### src/rtl/can_reg_pkg.sv
// can_reg_pkg: CAN register indices and default bank masks for a 32 x 8 register file.
package can_reg_pkg;
  localparam int CAN_WIDTH = 8;
  localparam int CAN_DEPTH = 32;
  localparam int CAN_BITS = CAN_WIDTH * CAN_DEPTH;
  typedef enum logic [4:0] {
    MODE   = 5'd0,
    CMD    = 5'd1,
    STATUS = 5'd2,
    IR     = 5'd3
  } can_reg_e;
  localparam logic [CAN_BITS-1:0] CAN_RST_VAL = CAN_BITS'(24'h0C_00_01);
  localparam logic [CAN_BITS-1:0] CAN_WR_MASK = ~(CAN_BITS'(16'hFFFF) << (STATUS * CAN_WIDTH));
  localparam logic [CAN_BITS-1:0] CAN_SET_MASK = CAN_BITS'(8'hFF) << (IR * CAN_WIDTH);
  localparam logic [CAN_BITS-1:0] CAN_COR_MASK = CAN_BITS'(8'hFF) << (IR * CAN_WIDTH);
endpackage

### src/rtl/can_reg_cell.sv
// can_reg_cell: one register with mask-gated write, sticky hardware set and clear-on-read.
module can_reg_cell
  import can_reg_pkg::*;
#(
  parameter int WIDTH = 8,
  parameter logic [WIDTH-1:0] RST_VAL = '0,
  parameter logic [WIDTH-1:0] WR_MASK = '1,
  parameter logic [WIDTH-1:0] SET_MASK = '0,
  parameter logic [WIDTH-1:0] COR_MASK = '0
) (
  input  logic             clk,
  input  logic             rst,
  input  logic             we,
  input  logic             re,
  input  logic [WIDTH-1:0] wr_data,
  input  logic [WIDTH-1:0] hw_set,
  output logic [WIDTH-1:0] q
);
  logic [WIDTH-1:0] held, set_bits, nxt;
  logic en;
  // per-bit priority: hw set > writable write > clear-on-read > hold
  always_comb begin
    held = re ? (q & ~COR_MASK) : q;
    set_bits = hw_set & SET_MASK;
    nxt = set_bits | (we ? ((wr_data & WR_MASK) | (held & ~WR_MASK)) : held);
    en = we | re | (|set_bits);
  end
  always_ff @(posedge clk)
    if (rst) q <= RST_VAL;
    else if (en) q <= nxt;
endmodule

### src/rtl/can_register_bank.sv
// can_register_bank: CAN register file with decoded writes, registered reads and parallel export.
module can_register_bank
  import can_reg_pkg::*;
#(
  parameter int WIDTH = 8,
  parameter int DEPTH = 32,
  parameter int AW = 5,
  parameter int U_DLY = 1,
  parameter logic [DEPTH*WIDTH-1:0] RST_VAL = {DEPTH*WIDTH{1'b0}},
  parameter logic [DEPTH*WIDTH-1:0] WR_MASK = {DEPTH*WIDTH{1'b1}},
  parameter logic [DEPTH*WIDTH-1:0] SET_MASK = {DEPTH*WIDTH{1'b0}},
  parameter logic [DEPTH*WIDTH-1:0] COR_MASK = {DEPTH*WIDTH{1'b0}}
) (
  input  logic                   clk,
  input  logic                   rst,
  input  logic                   wr_en,
  input  logic [AW-1:0]          wr_addr,
  input  logic [WIDTH-1:0]       wr_data,
  input  logic                   rd_en,
  input  logic [AW-1:0]          rd_addr,
  output logic [WIDTH-1:0]       rd_data,
  output logic                   rd_valid,
  output logic                   addr_err,
  input  logic [DEPTH*WIDTH-1:0] hw_set,
  output logic [DEPTH*WIDTH-1:0] regs_out
);
  localparam logic [AW:0] LIM = (AW+1)'(DEPTH);
  // U_DLY is only range-checked: the flops carry no simulation delay
  if (2**AW < DEPTH || U_DLY < 0) begin : g_bad_cfg
    $error("can_register_bank: AW too small for DEPTH or negative U_DLY");
  end
  logic [WIDTH-1:0] rd_mux;
  logic wr_ok, rd_ok;
  assign wr_ok = {1'b0, wr_addr} < LIM;
  assign rd_ok = {1'b0, rd_addr} < LIM;
  for (genvar i = 0; i < DEPTH; i++) begin : g_reg
    can_reg_cell #(
      .WIDTH(WIDTH),
      .RST_VAL(RST_VAL[i*WIDTH +: WIDTH]),
      .WR_MASK(WR_MASK[i*WIDTH +: WIDTH]),
      .SET_MASK(SET_MASK[i*WIDTH +: WIDTH]),
      .COR_MASK(COR_MASK[i*WIDTH +: WIDTH])
    ) u_cell (
      .clk(clk),
      .rst(rst),
      .we(wr_en && wr_addr == AW'(i)),
      .re(rd_en && rd_addr == AW'(i)),
      .wr_data(wr_data),
      .hw_set(hw_set[i*WIDTH +: WIDTH]),
      .q(regs_out[i*WIDTH +: WIDTH])
    );
  end
  // out-of-range addresses match no entry and read back as zero
  always_comb begin
    rd_mux = '0;
    for (int j = 0; j < DEPTH; j++) rd_mux = (rd_addr == AW'(j)) ? regs_out[j*WIDTH +: WIDTH] : rd_mux;
  end
  always_ff @(posedge clk)
    if (rst) begin
      rd_data <= '0;
      rd_valid <= 1'b0;
      addr_err <= 1'b0;
    end else begin
      if (rd_en) rd_data <= rd_mux;
      rd_valid <= rd_en;
      addr_err <= (wr_en && !wr_ok) || (rd_en && !rd_ok);
    end
endmodule

### config.mk
export PLATFORM = sky130hd
export DESIGN_NAME = can_register_bank
export DESIGN_NICKNAME = d
export VERILOG_FILES = /design/src/rtl/can_reg_pkg.sv /design/src/rtl/can_reg_cell.sv /design/src/rtl/can_register_bank.sv
export SDC_FILE = /design/constraint.sdc
export NUM_CORES = 1
export LEC_CHECK = 0
export BUFFER_PORTS_ARGS = -buffer_cell sky130_fd_sc_hd__buf_4
export CORE_AREA = 2 2 209 211
export CTS_CLUSTER_SIZE = 12
export DETAILED_ROUTE_END_ITERATION = 8
export DIE_AREA = 0 0 211 213
export MAX_ROUTING_LAYER = met4
export PLACE_DENSITY = 0.59
export SETUP_SLACK_MARGIN = 0.02
export SLEW_MARGIN = 15
export SYNTH_ARGS = -nofsm -noshare
export SYNTH_HDL_FRONTEND = slang
export SYNTH_HIERARCHICAL = 1
export SYNTH_SLANG_ARGS = --single-unit
### constraint.sdc
create_clock -name clk -period 1.9 [get_ports clk]
set_clock_uncertainty 0.2 [all_clocks]
set_input_delay 0.095 -clock clk [delete_from_list [all_inputs] [get_ports clk]]
set_output_delay 0.095 -clock clk [all_outputs]
set_load 0.05 [all_outputs]
# Word-level counts from Yosys, hierarchy flattened
# Index checks and enable logic that the tools add are counted.
dict set report op_classes {
  eq_ne 62
  n_addsub 0
  n_bitwise 32
  shift 0
  reduce_logical 98
  div_mod_pow 0
  n_lt_le_gt_ge 0
  n_mul 0
  muxes 32
}
# operator count
set op_table {}
lappend op_table {{two-way mux 8 bit} 32}
lappend op_table {{== test 5 bit (second input constant)} 32}
lappend op_table {{== test 5 x 4 -> 1 bit (second input constant)} 16}
lappend op_table {{logical AND 1 bit} 64}
lappend op_table {{AND reduction 2 bit} 32}
lappend op_table {{== test 5 x 3 -> 1 bit (second input constant)} 8}
lappend op_table {{OR 1 bit} 32}
lappend op_table {{== test 5 x 2 -> 1 bit (second input constant)} 4}
lappend op_table {{== test 5 x 1 -> 1 bit (second input constant)} 2}
lappend op_table {{zero test 5 bit} 2}
dict set report word_totals {
  n_memories 0
  inputBits 278
  ram_bits 0
  latch_bits 0
  register_bits 265
  mem_bits_ro 0
  output_inout_bits 266
  word_cells 258
}

# Logic depth before layout (Yosys ltp)
# Gate-level depths: netlist (run 1).
dict set report depth {
  depth_word 33
  ltp_mapped 11
  mapped_depth_nobuf 7
}

# Cells and area by module
# Netlist (run 1), hierarchy kept.
# mod instances cells_each area_each_um2 seq_area_each_um2
set modules_own_cells {}
lappend modules_own_cells {can_reg_cell 32 26 285.3 160.2}
lappend modules_own_cells {can_register_bank 1 616 3927.5 180.2}

# Least setup slack after synthesis (run 1)
# OpenSTA, ideal clock, no wires.
dict set report synth_timing {
  path_type {register -> register}
  from {register g_reg[6].u_cell.q[7]}
  to {register rd_data[7]}
  setup_slack_ns -0.124
  path_buffers 0
  setup_ns 0.079
  required_time_ns 1.621
  path_stages_with_launch 8
  arrival_time_ns 1.745
  synth_period_minus_slack_ns 2.024
  path_cell_list {dfxtp_1 -> mux2i_1 -> a211oi_2 -> a31oi_1 -> o21ai_2 -> o211ai_1 -> a221o_1 -> a211oi_2}
}
dict set report synth_via {
  elab_chain_len 26
}
# item line_no
set synth_lines {}
lappend synth_lines {{start, declared} can_reg_cell.sv:17} ;# output logic [WIDTH-1:0] q
lappend synth_lines {{start signal, assigned} can_reg_cell.sv:30} ;# else if (en) q <= nxt;
lappend synth_lines {{two-way mux 8 bit (26 in a row)} can_register_bank.sv:56} ;# for (int j = 0; j < DEPTH; j++) rd_mux = (rd_addr == AW'(j)) ? regs_out[j*WIDTH +: WIDTH] : rd_mux;
lappend synth_lines {{end signal, assigned} can_register_bank.sv:64} ;# if (rd_en) rd_data <= rd_mux;
lappend synth_lines {{end, declared} can_register_bank.sv:21} ;# output logic [WIDTH-1:0] rd_data,
# No other way between the ends.
# A chain may end at the register's enable or synchronous reset.

# Worst setup path in the final report (run 1)
dict set report layout_timing {
  from {register g_reg[15].u_cell.q[7]}
  to {register rd_data[7]}
}
dict set report layout_via {
  elab_chain_len 17
}
# item line_no
set layout_lines {}
lappend layout_lines {{start, declared} can_reg_cell.sv:17}
lappend layout_lines {{start signal, assigned} can_reg_cell.sv:30}
lappend layout_lines {{two-way mux 8 bit (17 in a row)} can_register_bank.sv:56}
# No other way between the ends.

==> impl_metrics.toml, run 1 <==
[final_layout]
area_delta_synth_final_pct = 42.3
final_layout_size_suffix_gt1_share_pct = 36.9
final_nets = 2167
final_common_cell = "buf_4"
layout_common_cells = "buf_4 (553), nor2_1 (330), mux2i_1 (286), dfxtp_1 (238), nand2_1 (53)"

[job]
maxCapViolCount = 0

[timing]
fmax_ghz = 0.519
tns_ns = -0.0257
grt_setup_unrepaired = "yes"
report.final.slew_viol_count = 0
hold_viol_final = 0
layout_min_cycle_time_ns = 1.93
setup_slack_ns = -0.0257
fin_crit_sh_pct = 101
finalSetupViolCount = 1
tightest_slew_ns = 0.780
maxSlewHeadroom_pct = 48.0

[placed_design]
gp_routability_congestion = 0.970
io_buffer_count = 286
dp_hpwl_um = 46200
pre_cts_slack_ns = -0.461

[synthesis]
syn_nets = 1690
ys_warn_count = 6
syn_inst = 1412
syn_avg_cell_area_um2 = 9.15
syn_area_mm2 = 0.0129

[die]
io_pins = 544
dieHeight_um = 213
initial_core_util_pct = 30.3
die-area_mm2 = 0.0449
coreArea_mm2 = 0.0427
row_count = 76
die_w_um = 211

[worst_setup_path]
critPathKind = "register to register"
max_stage_delay_ns = 0.39
startpoint_type = "register"
required_ns = 2.19
cpMaxStageDelayCell = "dfxtp_2"
cp_num_buf_inv = 0
crit_path_end_kind = "register"
arrival_ns = 2.22
cpLargestDelayFamily = "compound AO/OA/AOI/OAI gates"
crit_path_max_fanout = 3
cp_cell_sequence = "o21ai_1, o41ai_2, a221oi_2, a221o_1, a211oi_2"

[global_route]
gr-total-overflow = 0
antenna_found_initial = 2
grt_pass1_vias = 12500
grt_max_degree = 136
grt_pass1_wl_um = 87100
grt_usage_pct = 27.2

[routing]
drcViolationCount = 0
via_count = 13100
first_pass_iters = 7
ant_nets = 0
avgViaCountPerCell = 5.34
wirelength_um = 61400
drt_iter0_drc = 1220
avgRoutedWirePerCell_um = 25.0

[power]
p_sw_w = 0.00353
seqPwrFrac_pct = 43.7
switching_share_pct = 27.2
power-per-cell-area_mw_per_mm2 = 705
p_int_w = 0.00943
p_clk_share_pct = 43.3
irDropWorstVdd_uv = 590
p_comb_share_pct = 12.9
p_leak_nw = 7.51

[clocking]
clkLatencyLatePin_ns = 0.58
htreeDepth = 1
clk_pin_slew_ns = 0.06
cts_sinks = 265
cts_tree = "yes"
cts_made_buffers = 29
clk_root_buffer_cell = "clkbuf_16"
cts_buffer_depth = 3

[run_status]
status = "complete, but fails checks"
failed_checks = "setup timing"

[hold_path]
hold_class = "primary input to register"
worst reg2reg max path, stage by stage, from the launching register on:
cell      delay [ns]
dfxtp_2         0.39
o21ai_1         0.16
o41ai_2         0.39
a221oi_2        0.11
a221o_1         0.39
a211oi_2        0.19
repair_timing:
| item | CTS | global route |
|---|---|---|
| resized for setup | 20 | 30 |
| hold buffers | 11 | 0 |
| hold endpoints to repair | 264 | 0 |
| setup endpoints to repair | 7 | 8 |
| cloned | 0 | 0 |
| pin swaps | 13 | 8 |
| setup buffers | 0 | 0 |
state kept, by name (all words and copies together), names as in the netlist:
signal      cells
rd_valid        1
rd_data         8
g.u_cell/q    256
routing by layer:
layer  vias to the layer above  GRT usage (%)  routed length (um)
met2                       680           37.0               24700
met3                        67           6.59                6010
met4                         0           4.83                 948
li1                       5936              -                   -
met5                         -              -                   0
met1                      6420           40.5               29800
area by class of cell:
cell class / count / area, um2
clock inverter: 7 / 72.6
multi-input combinational: 1013 / 6980
clock buffer: 42 / 855
inverter: 7 / 26.3
antenna: 2 / 5.00
timing repair buffer: 573 / 4430
tap: 546 / 683
fill: 4205 / 24300
sequential: 265 / 5340
final timing paths:
check | from | to | slack, ns | cells past startpoint
worst max-delay path | g_reg[15].u_cell/q[7] | rd_data[7] | -0.03 | 5
worst min-delay path | wr_addr[4] | g_reg[24].u_cell/q[4] | 0.05 | 6
worst max register to register | g_reg[15].u_cell/q[7] | rd_data[7] | -0.03 | 5
worst min register to register | g_reg[4].u_cell/q[7] | g_reg[4].u_cell/q[7] | 0.32 | 2
metrics by stage:
step	util (%)	cell area [um2]	power, W	hold WS (ns)	std cells
3_5_place_dp	40.1	17100	0.00738	0.173	2393
4_1_cts	42.8	18300	0.0130	0.0182	2453
2_1_floorplan	-	13000	0.00657	-0.00723	1412
5_1_grt	43.1	18400	0.0133	0.0665	2455
3_3_place_gp	40.1	17100	0.00738	0.174	2393
6_report	43.1	18400	0.0130	0.0457	2455
power groups by stage:
stage	sequential, W	combinational [W]	clock (W)
final	0.00567	0.00168	0.00562
after global placement	0.00579	0.00159	0
after detailed placement	0.00579	0.00159	0
after global routing	0.00567	0.00176	0.00592
after CTS	0.00567	0.00163	0.00568
after floorplan	0.00594	0.000634	0
Note: power is estimated with default switching activity, not from simulation.
==> run 2: changes to the inputs <==
--- a/config.mk
+++ b/config.mk
@@ -12,9 +12,11 @@
 export DIE_AREA = 0 0 211 213
 export MAX_ROUTING_LAYER = met4
 export PLACE_DENSITY = 0.59
+export RECOVER_POWER = 50
 export SETUP_SLACK_MARGIN = 0.02
 export SLEW_MARGIN = 15
 export SYNTH_ARGS = -nofsm -noshare
 export SYNTH_HDL_FRONTEND = slang
 export SYNTH_HIERARCHICAL = 1
 export SYNTH_SLANG_ARGS = --single-unit
+export TNS_END_PERCENT = 10
==> impl_metrics.toml, run 2 (synthesized netlist as in run 1, its figures left out) <==
[clocking]
cts_buffer_depth = 3
clk_pin_slew_ns = 0.06
cts_sinks = 265
clk_root_buffer_cell = "clkbuf_16"
clkLatencyLatePin_ns = 0.57
htreeDepth = 1
cts_tree = "yes"
cts_made_buffers = 29

[die]
initial_core_util_pct = 30.3
die_w_um = 211
die-area_mm2 = 0.0449
dieHeight_um = 213
coreArea_mm2 = 0.0427
row_count = 76
io_pins = 544

[power]
p_int_w = 0.00976
irDropWorstVdd_uv = 622
power-per-cell-area_mw_per_mm2 = 727
p_comb_share_pct = 12.5
p_leak_nw = 7.43
switching_share_pct = 26.3
p_sw_w = 0.00348
p_clk_share_pct = 44.7
seqPwrFrac_pct = 42.8

[placed_design]
pre_cts_slack_ns = -0.467
io_buffer_count = 286
dp_hpwl_um = 46900
dpl-instance-area_mm2 = 0.0170
gp_routability_congestion = 0.976

[worst_setup_path]
startpoint_type = "register"
crit_path_max_fanout = 2
cp_num_buf_inv = 0
max_stage_delay_ns = 0.48
critPathKind = "register to register"
required_ns = 2.16
cpLargestDelayFamily = "compound AO/OA/AOI/OAI gates"
cpMaxStageDelayCell = "mux4_2"
cp-startpoint = "g_reg[2].u_cell/q[3]"
cp_cell_sequence = "mux4_2, a22oi_2, o211ai_1, a311oi_2, nor2_1"
worstReg2RegStart = "g_reg[2].u_cell/q[3]"
arrival_ns = 2.23
crit_path_end_kind = "register"

[final_layout]
fin_area_mm2 = 0.0182
n_fill_cell = 4267
diodes = 0
largest_reg_flops = 256
final_nets = 2158
top_register = "g.u_cell/q"
layout_common_cells = "buf_4 (532), nor2_1 (330), mux2i_1 (287), dfxtp_1 (243), nand2_1 (53)"
reg_top3 = "g.u_cell/q (256), rd_data (8), rd_valid (1)"
area_delta_synth_final_pct = 41.0
final_layout_size_suffix_gt1_share_pct = 35.3
final_common_cell = "buf_4"

[timing]
setup_slack_ns = -0.0708
report.final.slew_viol_count = 0
layout_min_cycle_time_ns = 1.97
grt_setup_unrepaired = "yes"
maxSlewHeadroom_pct = 17.6
hold_viol_final = 0
finalSetupViolCount = 3
hold_ws_ns = 0.0208
fin_crit_sh_pct = 104
tightest_slew_ns = 1.24
fmax_ghz = 0.507

[routing]
via_count = 12900
wirelength_um = 62200
drcViolationCount = 0
avgRoutedWirePerCell_um = 25.4
avgViaCountPerCell = 5.28
ant_nets = 0
first_pass_iters = 5
drt_iter0_drc = 1175

[hold_path]
min-delay-start = "wr_addr[2]"
hold_class = "primary input to register"

[global_route]
gr-total-overflow = 0
grt_pass1_vias = 12500
grt_max_degree = 111
antenna_found_initial = 0
grt_pass1_wl_um = 88600
grt_usage_pct = 27.8

[run_status]
failed_checks = "setup timing"
status = "complete, but fails checks"

[job]
maxCapViolCount = 0
## run 2: cell count changes in the layout (fill, tap and decap cells not counted), moves of 3 or more
cell	delta
buf_4	-21
clkbuf_1	+9
clkbuf_2	+8
dfxtp_1	+5
dfxtp_2	-5
o21ai_1	+5
o21ai_2	-4
a221oi_1	+3
bufinv_16	+3
## run 2: power groups by stage
stage	Combinational [W]	Sequential [W]	Clock (W)
detailed placement	0.00159	0.00579	0
CTS	0.00163	0.00567	0.00598
floorplan	0.000634	0.00594	0
global placement	0.00159	0.00579	0
global route	0.00174	0.00567	0.00621
finish	0.00166	0.00567	0.00591
## run 2: per-layer routing
layer	share of wire (%)	vias up	global-route usage [%]
met4	2.4	0	6.78
met5	0	-	-
met1	49	6217	41.8
met2	39	700	37.3
met3	9.4	81	5.54
li1	-	5912	-
## run 2: layout make-up
| type | instances | area [um2] | area share, % |
|---|---|---|---|
| inverters | 7 | 26.3 | 0.144 |
| clock buffers | 43 | 838 | 4.60 |
| multi-input cells | 1013 | 6880 | 37.8 |
| repair buffers | 564 | 4310 | 23.6 |
| flip-flops and latches | 265 | 5330 | 29.3 |
| well taps | 546 | 683 | 3.75 |
| clock inverters | 8 | 146 | 0.804 |
## run 2: final timing paths
| path | to | slack [ns] | cells past startpoint |
|---|---|---|---|
| hold reg to reg | g_reg[17].u_cell/q[7] | 0.33 | 2 |
| hold / removal | g_reg[28].u_cell/q[5] | 0.02 | 5 |
| setup / recovery | rd_data[3] | -0.07 | 5 |
| setup reg to reg | rd_data[3] | -0.07 | 5 |
## run 2: what timing repair did
item / CTS / global route
pin swaps: 10 / 2
buffers inserted: 0 / 0
hold buffers: 10 / 0
resized for setup: 18 / 16
endpoints found under the hold margin: 263 / 0
setup endpoints to repair: 5 / 8
## run 2: worst reg2reg max path, delay by kind of cell (launching register included)
kind	cells	cell delay [ns]
and+or+nand+nor	1	0.06
muxes	1	0.49
AOI/OAI and AO/OA	3	0.78
DFF	1	0.35
## run 2: through the flow
stage	power (W)	TNS, ns	std cells	util, %
after global placement	0.00738	-2.61	2385	39.9
after CTS	0.0133	-0.0671	2446	42.6
final	0.0132	-0.117	2446	42.7
after global routing	0.0136	-0.276	2446	42.7
after floorplan	0.00657	-0.0592	1412	-
after detailed placement	0.00738	-2.80	2385	39.9
